### config.mk
export PLATFORM = sky130hd
export DESIGN_NAME = decoder_scan_n_flat
export DESIGN_NICKNAME = d
export VERILOG_FILES = /design/src/rtl/decoder_pkg.sv /design/src/rtl/decoder_scan_n_if.sv /design/src/rtl/decoder_n.sv /design/src/rtl/decoder_scan_n.sv /design/src/flat_wrapper.sv
export SDC_FILE = /design/constraint.sdc
export NUM_CORES = 1
export LEC_CHECK = 0
export ABC_CLOCK_PERIOD_IN_PS = 2500
export CAP_MARGIN = 20
export CORE_MARGIN = 8
export CORE_UTILIZATION = 40
export DETAILED_ROUTE_END_ITERATION = 10
export PLACE_DENSITY_LB_ADDON = 0.12
export SKIP_CTS_REPAIR_TIMING = 1
export SYNTH_ARGS = -nofsm -noshare
export SYNTH_HDL_FRONTEND = slang
export SYNTH_SLANG_ARGS = --single-unit
### constraint.sdc
create_clock -name clk -period 2.5 [get_ports clk]
set_input_delay 0.25 -clock clk [delete_from_list [all_inputs] [get_ports clk]]
set_output_delay 0.25 -clock clk [all_outputs]
set_load 0.05 [all_outputs]
### src/rtl/decoder_pkg.sv
// Shared definitions for the decoder family: mode encodings, FSM states and a
// one-hot helper sized for the widest legal decoder (N = 6).
package decoder_pkg;

    localparam logic MODE_DIRECT = 1'b0;
    localparam logic MODE_SCAN   = 1'b1;

    localparam int MAX_N    = 6;
    localparam int MAX_OUTW = 1 << MAX_N;

    typedef enum logic [1:0] {
        ST_OFF,
        ST_DIRECT,
        ST_SCAN
    } state_t;

    // Callers truncate the result to their own output width.
    function automatic logic [MAX_OUTW-1:0] onehot(input int unsigned index);
        return {{(MAX_OUTW-1){1'b0}}, 1'b1} << index;
    endfunction

endpackage

### src/rtl/decoder_scan_n_if.sv
// Control/status bundle of decoder_scan_n; the master drives the controls.
interface decoder_scan_n_if #(
    parameter int N       = 2,
    parameter int DWELL_W = 8
);
    localparam int OUTW = 1 << N;

    logic               en;
    logic               mode;
    logic [N-1:0]       sel;
    logic               sel_valid;
    logic [DWELL_W-1:0] dwell;
    logic [OUTW-1:0]    q;
    logic [N-1:0]       idx;
    logic               wrap;

    modport master (
        output en, mode, sel, sel_valid, dwell,
        input  q, idx, wrap
    );

    modport slave (
        input  en, mode, sel, sel_valid, dwell,
        output q, idx, wrap
    );
endinterface

### src/rtl/decoder_n.sv
// Purely combinational N-to-2^N one-hot decoder with enable.
module decoder_n
    import decoder_pkg::*;
#(
    parameter int N = 2
) (
    input  logic                en,
    input  logic [N-1:0]        sel,
    output logic [(1 << N)-1:0] y
);
    localparam int OUTW = 1 << N;

    always_comb begin
        y = '0;
        if (en) begin
            y = OUTW'(onehot(32'(sel)));
        end
    end
endmodule

### src/rtl/decoder_scan_n.sv
// Registered one-hot decoder with DIRECT (validated select) and SCAN (dwell-timed
// walk over all outputs) modes.
module decoder_scan_n
    import decoder_pkg::*;
#(
    parameter int N       = 2,
    parameter int DWELL_W = 8
) (
    input logic            clk,
    input logic            rst,
    decoder_scan_n_if.slave bus
);
    localparam int            OUTW     = 1 << N;
    localparam logic [N-1:0]  IDX_LAST = N'(OUTW - 1);

    state_t             state;
    state_t             state_nxt;
    logic [N-1:0]       idx;
    logic [N-1:0]       idx_nxt;
    logic [DWELL_W-1:0] cnt;
    logic [DWELL_W-1:0] cnt_nxt;
    logic               on_nxt;
    logic               wrap_nxt;
    logic               wrap_r;
    logic [OUTW-1:0]    q_nxt;
    logic [OUTW-1:0]    q_r;

    always_ff @(posedge clk or posedge rst) begin
        if (rst) begin
            state <= ST_OFF;
        end else begin
            state <= state_nxt;
        end
    end

    always_comb begin
        state_nxt = ST_OFF;
        if (bus.en) begin
            state_nxt = (bus.mode == MODE_SCAN) ? ST_SCAN : ST_DIRECT;
        end
    end

    // Computes the values the registers take on this edge, keyed by the state being entered.
    always_comb begin
        idx_nxt  = idx;
        cnt_nxt  = cnt;
        wrap_nxt = 1'b0;
        on_nxt   = 1'b0;
        unique case (state_nxt)
            ST_DIRECT: begin
                on_nxt = 1'b1;
                if (bus.sel_valid) begin
                    idx_nxt = bus.sel;
                end
            end
            ST_SCAN: begin
                on_nxt = 1'b1;
                if (state != ST_SCAN) begin
                    idx_nxt = '0;
                    cnt_nxt = bus.dwell;
                end else if (cnt != '0) begin
                    cnt_nxt = cnt - DWELL_W'(1);
                end else begin
                    idx_nxt  = idx + N'(1);
                    cnt_nxt  = bus.dwell;
                    wrap_nxt = (idx == IDX_LAST);
                end
            end
            default: begin
                on_nxt = 1'b0;
            end
        endcase
    end

    decoder_n #(.N(N)) u_dec (
        .en  (on_nxt),
        .sel (idx_nxt),
        .y   (q_nxt)
    );

    always_ff @(posedge clk or posedge rst) begin
        if (rst) begin
            q_r    <= '0;
            idx    <= '0;
            cnt    <= '0;
            wrap_r <= 1'b0;
        end else begin
            q_r    <= q_nxt;
            idx    <= idx_nxt;
            cnt    <= cnt_nxt;
            wrap_r <= wrap_nxt;
        end
    end

    assign bus.q    = q_r;
    assign bus.idx  = idx;
    assign bus.wrap = wrap_r;
endmodule

### src/flat_wrapper.sv
// flat-port wrapper written by rule: the top's interface ports become plain ports
module decoder_scan_n_flat import decoder_pkg::*;
#(
    parameter int N       = 2,
    parameter int DWELL_W = 8
)
  (clk, rst, bus_en, bus_mode, bus_sel, bus_sel_valid, bus_dwell, bus_q, bus_idx, bus_wrap);
  decoder_scan_n_if #(.N(N), .DWELL_W(DWELL_W)) bus_i ();
  input logic clk;
  input logic rst;
  input wire logic [$bits(bus_i.en)-1:0] bus_en;
  input wire logic [$bits(bus_i.mode)-1:0] bus_mode;
  input wire logic [$bits(bus_i.sel)-1:0] bus_sel;
  input wire logic [$bits(bus_i.sel_valid)-1:0] bus_sel_valid;
  input wire logic [$bits(bus_i.dwell)-1:0] bus_dwell;
  output wire logic [$bits(bus_i.q)-1:0] bus_q;
  output wire logic [$bits(bus_i.idx)-1:0] bus_idx;
  output wire logic [$bits(bus_i.wrap)-1:0] bus_wrap;
  assign bus_i.en = bus_en;
  assign bus_i.mode = bus_mode;
  assign bus_i.sel = bus_sel;
  assign bus_i.sel_valid = bus_sel_valid;
  assign bus_i.dwell = bus_dwell;
  assign bus_q = bus_i.q;
  assign bus_idx = bus_i.idx;
  assign bus_wrap = bus_i.wrap;
  decoder_scan_n #(.N(N), .DWELL_W(DWELL_W)) u_core (.clk(clk), .rst(rst), .bus(bus_i));
endmodule
**Yosys cells after proc, flatten, opt, wreduce, memory -nomap -nowiden**

Index checks and enable logic that the tools add are counted.

- Output and inout bits: 7
- Input port bits: 15
- Register bits after elaboration: 17
- Word-level logic and storage cells: 27

- Shifts and indexed selects: 1
- Reduce and logical (&&, ||, !) cells: 2
- Muxes and demuxes: 13
- Eq/ne operators: 4
- $add $sub $neg: 2

Operators by type and width:

| operator | count |
|---|---|
| $mux 8 | 2 |
| $mux 2 | 5 |
| $reduce_bool 8->1 | 1 |
| $sub 8x1->8 const B | 1 |
| $eq 2x2->1 const B | 2 |
| $mux 1 | 4 |
| $mux 4 | 1 |
| $pmux 2 s2 | 1 |
| $shl 1x2->4 const A | 1 |
| $add 2x1->2 const B | 1 |
| $eq 2x1->1 const B | 1 |
| $ne 2x2->1 const B | 1 |
| $reduce_or 2->1 | 1 |

**Longest topological paths before layout**

- Depth in word-level cells: 6
- Mapped depth: 6
- Gate-level depth less buffers: 6

**Modules after synthesis**

Synthesis repeated with hierarchy kept, for this count alone.

- Cell total of the unflattened synthesis: 92
- Area, all modules: 910.9 µm²

By module, submodules not included:

| module | times used | sequential area each (µm²) | area each (µm²) | cells each |
|---|---|---|---|---|
| decoder_scan_n | 1 | 425.4 | 873.3 | 88 |
| decoder_n | 1 | 0.0 | 37.5 | 4 |

**Least setup slack after synthesis**

OpenSTA, ideal clock, no wires.

- Path kind: reg-to-reg
- Start: reg u_core.cnt[0]
- End: reg u_core.q_r[0] (netlist: u_core.bus.q[0])
- Setup time: 120 ps
- Setup slack: 718 ps
- Period minus slack after synthesis: 1,782 ps
- Data arrival time: 1,662 ps
- Path buffers: 0
- Cell stages (with the launch flop): 7
- Path through: dfrtp_1 inv_1 ha_1 or4b_4 nor4_2 a211oi_1 and3_1

- Word-level cells in the longest chain between the ends: 6

Ends and longest elaborated chain:

| what | line | source |
|---|---|---|
| from (decl) | decoder_scan_n.sv:20 | `logic [DWELL_W-1:0] cnt;` |
| from (signal assigned) | decoder_scan_n.sv:90 | `cnt <= cnt_nxt;` |
| $reduce_bool 8->1 | decoder_scan_n.sv:61 | `end else if (cnt != '0) begin` |
| $mux 2 | decoder_scan_n.sv:61 |  |
| $mux 2 | decoder_scan_n.sv:58 | `if (state != ST_SCAN) begin` |
| $pmux 2 s2 | decoder_scan_n.sv:49 | `unique case (state_nxt)` |
| $shl 1x2->4 | decoder_pkg.sv:19 | `return {{(MAX_OUTW-1){1'b0}}, 1'b1} << index;` |
| $mux 4 | decoder_n.sv:15 | `if (en) begin` |
| named net u_core.q_nxt[0] | decoder_scan_n.sv:25 | `logic [OUTW-1:0] q_nxt;` |
| to (signal assigned) | decoder_scan_n.sv:88 | `q_r <= q_nxt;` |
| to (decl) | decoder_scan_n.sv:26 | `logic [OUTW-1:0] q_r;` |

The timed path passes the listed nets, and every way through them passes these cells.
A chain may end at the register's enable or synchronous reset.

**Final worst setup path**

Same ends and word-level chain as after synthesis.

==> results_dict.tcl <==
set metrics [dict create \
    post_synth_mux_area_share_pct 3.097 \
    final.setup.tns_ns 0 \
    wirelength_um 2268 \
    power-per-cell-area_nw_per_um2 555.8 \
    vias_per_cell 5.513 \
    antenna_found_initial 0 \
    synth_cells 100 \
    worstSetupStartpointType "flop" \
    yosys.area_share.xor_xnor_pct 0 \
    clock.fmax_mhz 478.6 \
    ys_seq_elements 17 \
    crit_family "simple AND/OR/NAND/NOR gates" \
    period_share_pct 83.58 \
    crit_fanout 6 \
    synth_enable_flop_cells 0 \
    worstReg2RegStart "u_core.cnt[0]$_DFFE_PP0P_" \
    fp.coreArea_sq_um 2387 \
    crit_required_ns 2.74 \
    ir_drop_v 0.0002733 \
    hp-class "in -> async" \
    synthDominantCellAreaShare_pct 43.87 \
    post-route-min-period_ns 2.090 \
    crit_path_start "u_core.cnt[0]$_DFFE_PP0P_" \
    syn_area_sq_um 969.7 \
    timing.max_cap.violations 0 \
    ctsLongestPathBuffers 2 \
    global_route.usage.total_pct 11.28 \
    detailedPlacementHpwl_um 1725 \
    antenna_cells 0 \
    slew_violations 0 \
    drc 0 \
    synth_top_family_by_area "simple AND/OR/NAND/NOR gates" \
    cts_max_level 1 \
    ff2ff_setup_slack_ns 0.41 \
    gp_congestion 0.7965 \
    cts.clk_slew.worst_paths_ns 0.11 \
    post_synth_fa_ha_maj_area_fraction_pct 2.581 \
    cell_row_count 18 \
    area_delta_synth_final_pct 27.87 \
    yosys_warnings 0 \
    fin_util_pct 51.94 \
    netlist.top_cell.by_area "sky130_fd_sc_hd__dfrtp_1" \
    clockRootBuffer "sky130_fd_sc_hd__clkbuf_4" \
    drive_gt1_share_pct 12.10 \
    max_slew_headroom_at_the_worst_pin_pct 56.62 \
    floorplan.die.height_um 65.24 \
    die_w_um 65.24 \
    final_antenna_net_count 0 \
    arrival_ns 2.33 \
    detailroute.via_count 849 \
    synth.area.top_cells "sky130_fd_sc_hd__dfrtp_1 (44%), sky130_fd_sc_hd__a21oi_1 (3.6%), sky130_fd_sc_hd__nor2_1 (3.5%)" \
    grt_start_max_net_pins 18 \
    die_area_sq_um 4256 \
    detail_route.first_pass.iterations 4 \
    tightest_slew_ns 0.6499 \
    top_level_ports 22 \
    worstSkewPairLatency_ns 0.29 \
    portBuffers 21 \
    global_route.overflow_total 0 \
    clock_tree_from_tritoncts "built" \
    holdWs_ns 0.3336 \
    worstSetupPathType "reg -> reg" \
    leakagePower_nw 0.5132 \
    yosys_most_used_dff "sky130_fd_sc_hd__dfrtp_1" \
    drt_first_iter_violations 37 \
    cp.buffers_inverters 1 \
    critical_path.max_stage_delay_ns 0.45 \
    synth_simple_gate_area_share_pct 25.55 \
    cp_cell_sequence "inv_1 > ha_1 > nor4b_2 > nand2_1 > a211oi_1 > and3_1" \
    tritoncts_num_sinks 17 \
    grt_pass1_vias 867 \
    n_fill_cell 239 \
    dp_worst_setup_slack_ns 0.4482 \
    layout_setup_ws_ns 0.4105 \
    synth.yosys.seq_area_share_pct 43.87 \
    r2r_cells 6 \
    synth_area_per_cell_sq_um 9.697 \
    synth_async_sr_flop_share_pct 100.0 \
    route.detailed.wl_per_inst_um 14.73 \
    grt_pass1_wl_um 3829 \
    synth.net_count 117 \
    floorplan.initialDensity_pct 40.62 \
    finalNetCount 142 \
    yosysUniqueCellTypes 40 \
    cpMaxStageDelayCell "sky130_fd_sc_hd__a211oi_1" \
    setup_viol 0 \
    complex_gate_fraction_of_the_synthesized_area_pct 21.68 \
    cts_buffers 3 \
    endpoint_kind "flop" \
    timing.rr.end "u_core.bus.q[0]$_DFF_PP0_" \
    unrepaired_setup_endpoints_after_global_routing "no" \
    timing.clock.skew_ns 0.008747 \
    timing.final.hold_violations 0 \
    status "completed" \
]
[synth_stat cells, drive strengths merged (2+ instances only)]
library cell   n
and3           2
ha             2
dfrtp         17
nand2          8
a21oi          7
nor2b          3
nand3          3
nor3           3
o21ai          8
mux2i          3
a211oi         2
inv            7
nor2          10
nand2b         2
a311oi         3
[worst max-delay path by stage]
stage,endpoint,slack [ns],depth (start not counted)
floorplan,u_core.bus.q[0]$_DFF_PP0_,0.72,6
global placement,u_core.bus.q[0]$_DFF_PP0_,0.43,6
detailed placement,u_core.bus.q[0]$_DFF_PP0_,0.45,6
CTS,u_core.bus.q[0]$_DFF_PP0_,0.41,6
global route,u_core.bus.q[0]$_DFF_PP0_,0.17,6
finish,u_core.bus.q[0]$_DFF_PP0_,0.41,6
[layout make-up]
| class | instances | area, sq um | area share, % |
|---|---|---|---|
| multi-input combinational | 75 | 513.0 | 41.37 |
| sequential | 17 | 425.4 | 34.31 |
| timing repair buffer | 21 | 210.2 | 16.95 |
| tap | 30 | 37.54 | 3.027 |
| inverter | 7 | 26.28 | 2.119 |
| clock buffer | 3 | 22.52 | 1.816 |
| clock inverter | 1 | 5.005 | 0.4036 |
[placed cells by master, fill, tap and decap left out, drive strengths merged, types with 3 or more instances in the layout]
master         instances
nand2                  8
mux2i                  3
nor2                  10
clkbuf                 3
o21ai                  8
dfrtp                 17
nor3                   3
a311oi                 3
inv                    7
nand3                  3
clkdlybuf4s50         21
a21oi                  7
nor2b                  3
[metrics by stage]
step	total power, mW	instance area [sq um]	cells
floorplan	0.4739	969.7	100
global placement	0.5406	1212	150
detailed placement	0.5433	1212	150
CTS	0.6980	1240	154
global route	0.7285	1240	154
finish	0.6892	1240	154
[state kept, by name, indices dropped and copies added, names as in the netlist]
register	cells
u_core.bus.idx	2
u_core.bus.q	4
u_core.cnt	8
u_core.state	2
u_core.bus.wrap	1
[logic make-up after synthesis]
kind of cell               count (synthesis)
and+or+nand+nor                           40
AOI/OAI and AO/OA                         30
DFF                                       17
buffers and inverters                      8
muxes                                      3
adders and majority gates                  2
[layer usage]
| metal | up-vias | track usage (%) | routed length, um |
|---|---|---|---|
| met3 | 4 | 2.891 | 161 |
| met1 | 391 | 12.93 | 966 |
| met4 | 0 | 5.722 | 29 |
| met2 | 30 | 18.94 | 1110 |
| met5 | - | 0 | 0 |
| li1 | 424 | - | - |
[report_power, final]
part           switching (mW)  internal [mW]  total [mW]
clock                  0.0921         0.0595       0.152
combinational           0.102         0.0840       0.186
sequential             0.0438          0.308       0.352
(Power assumes the default switching activity.)
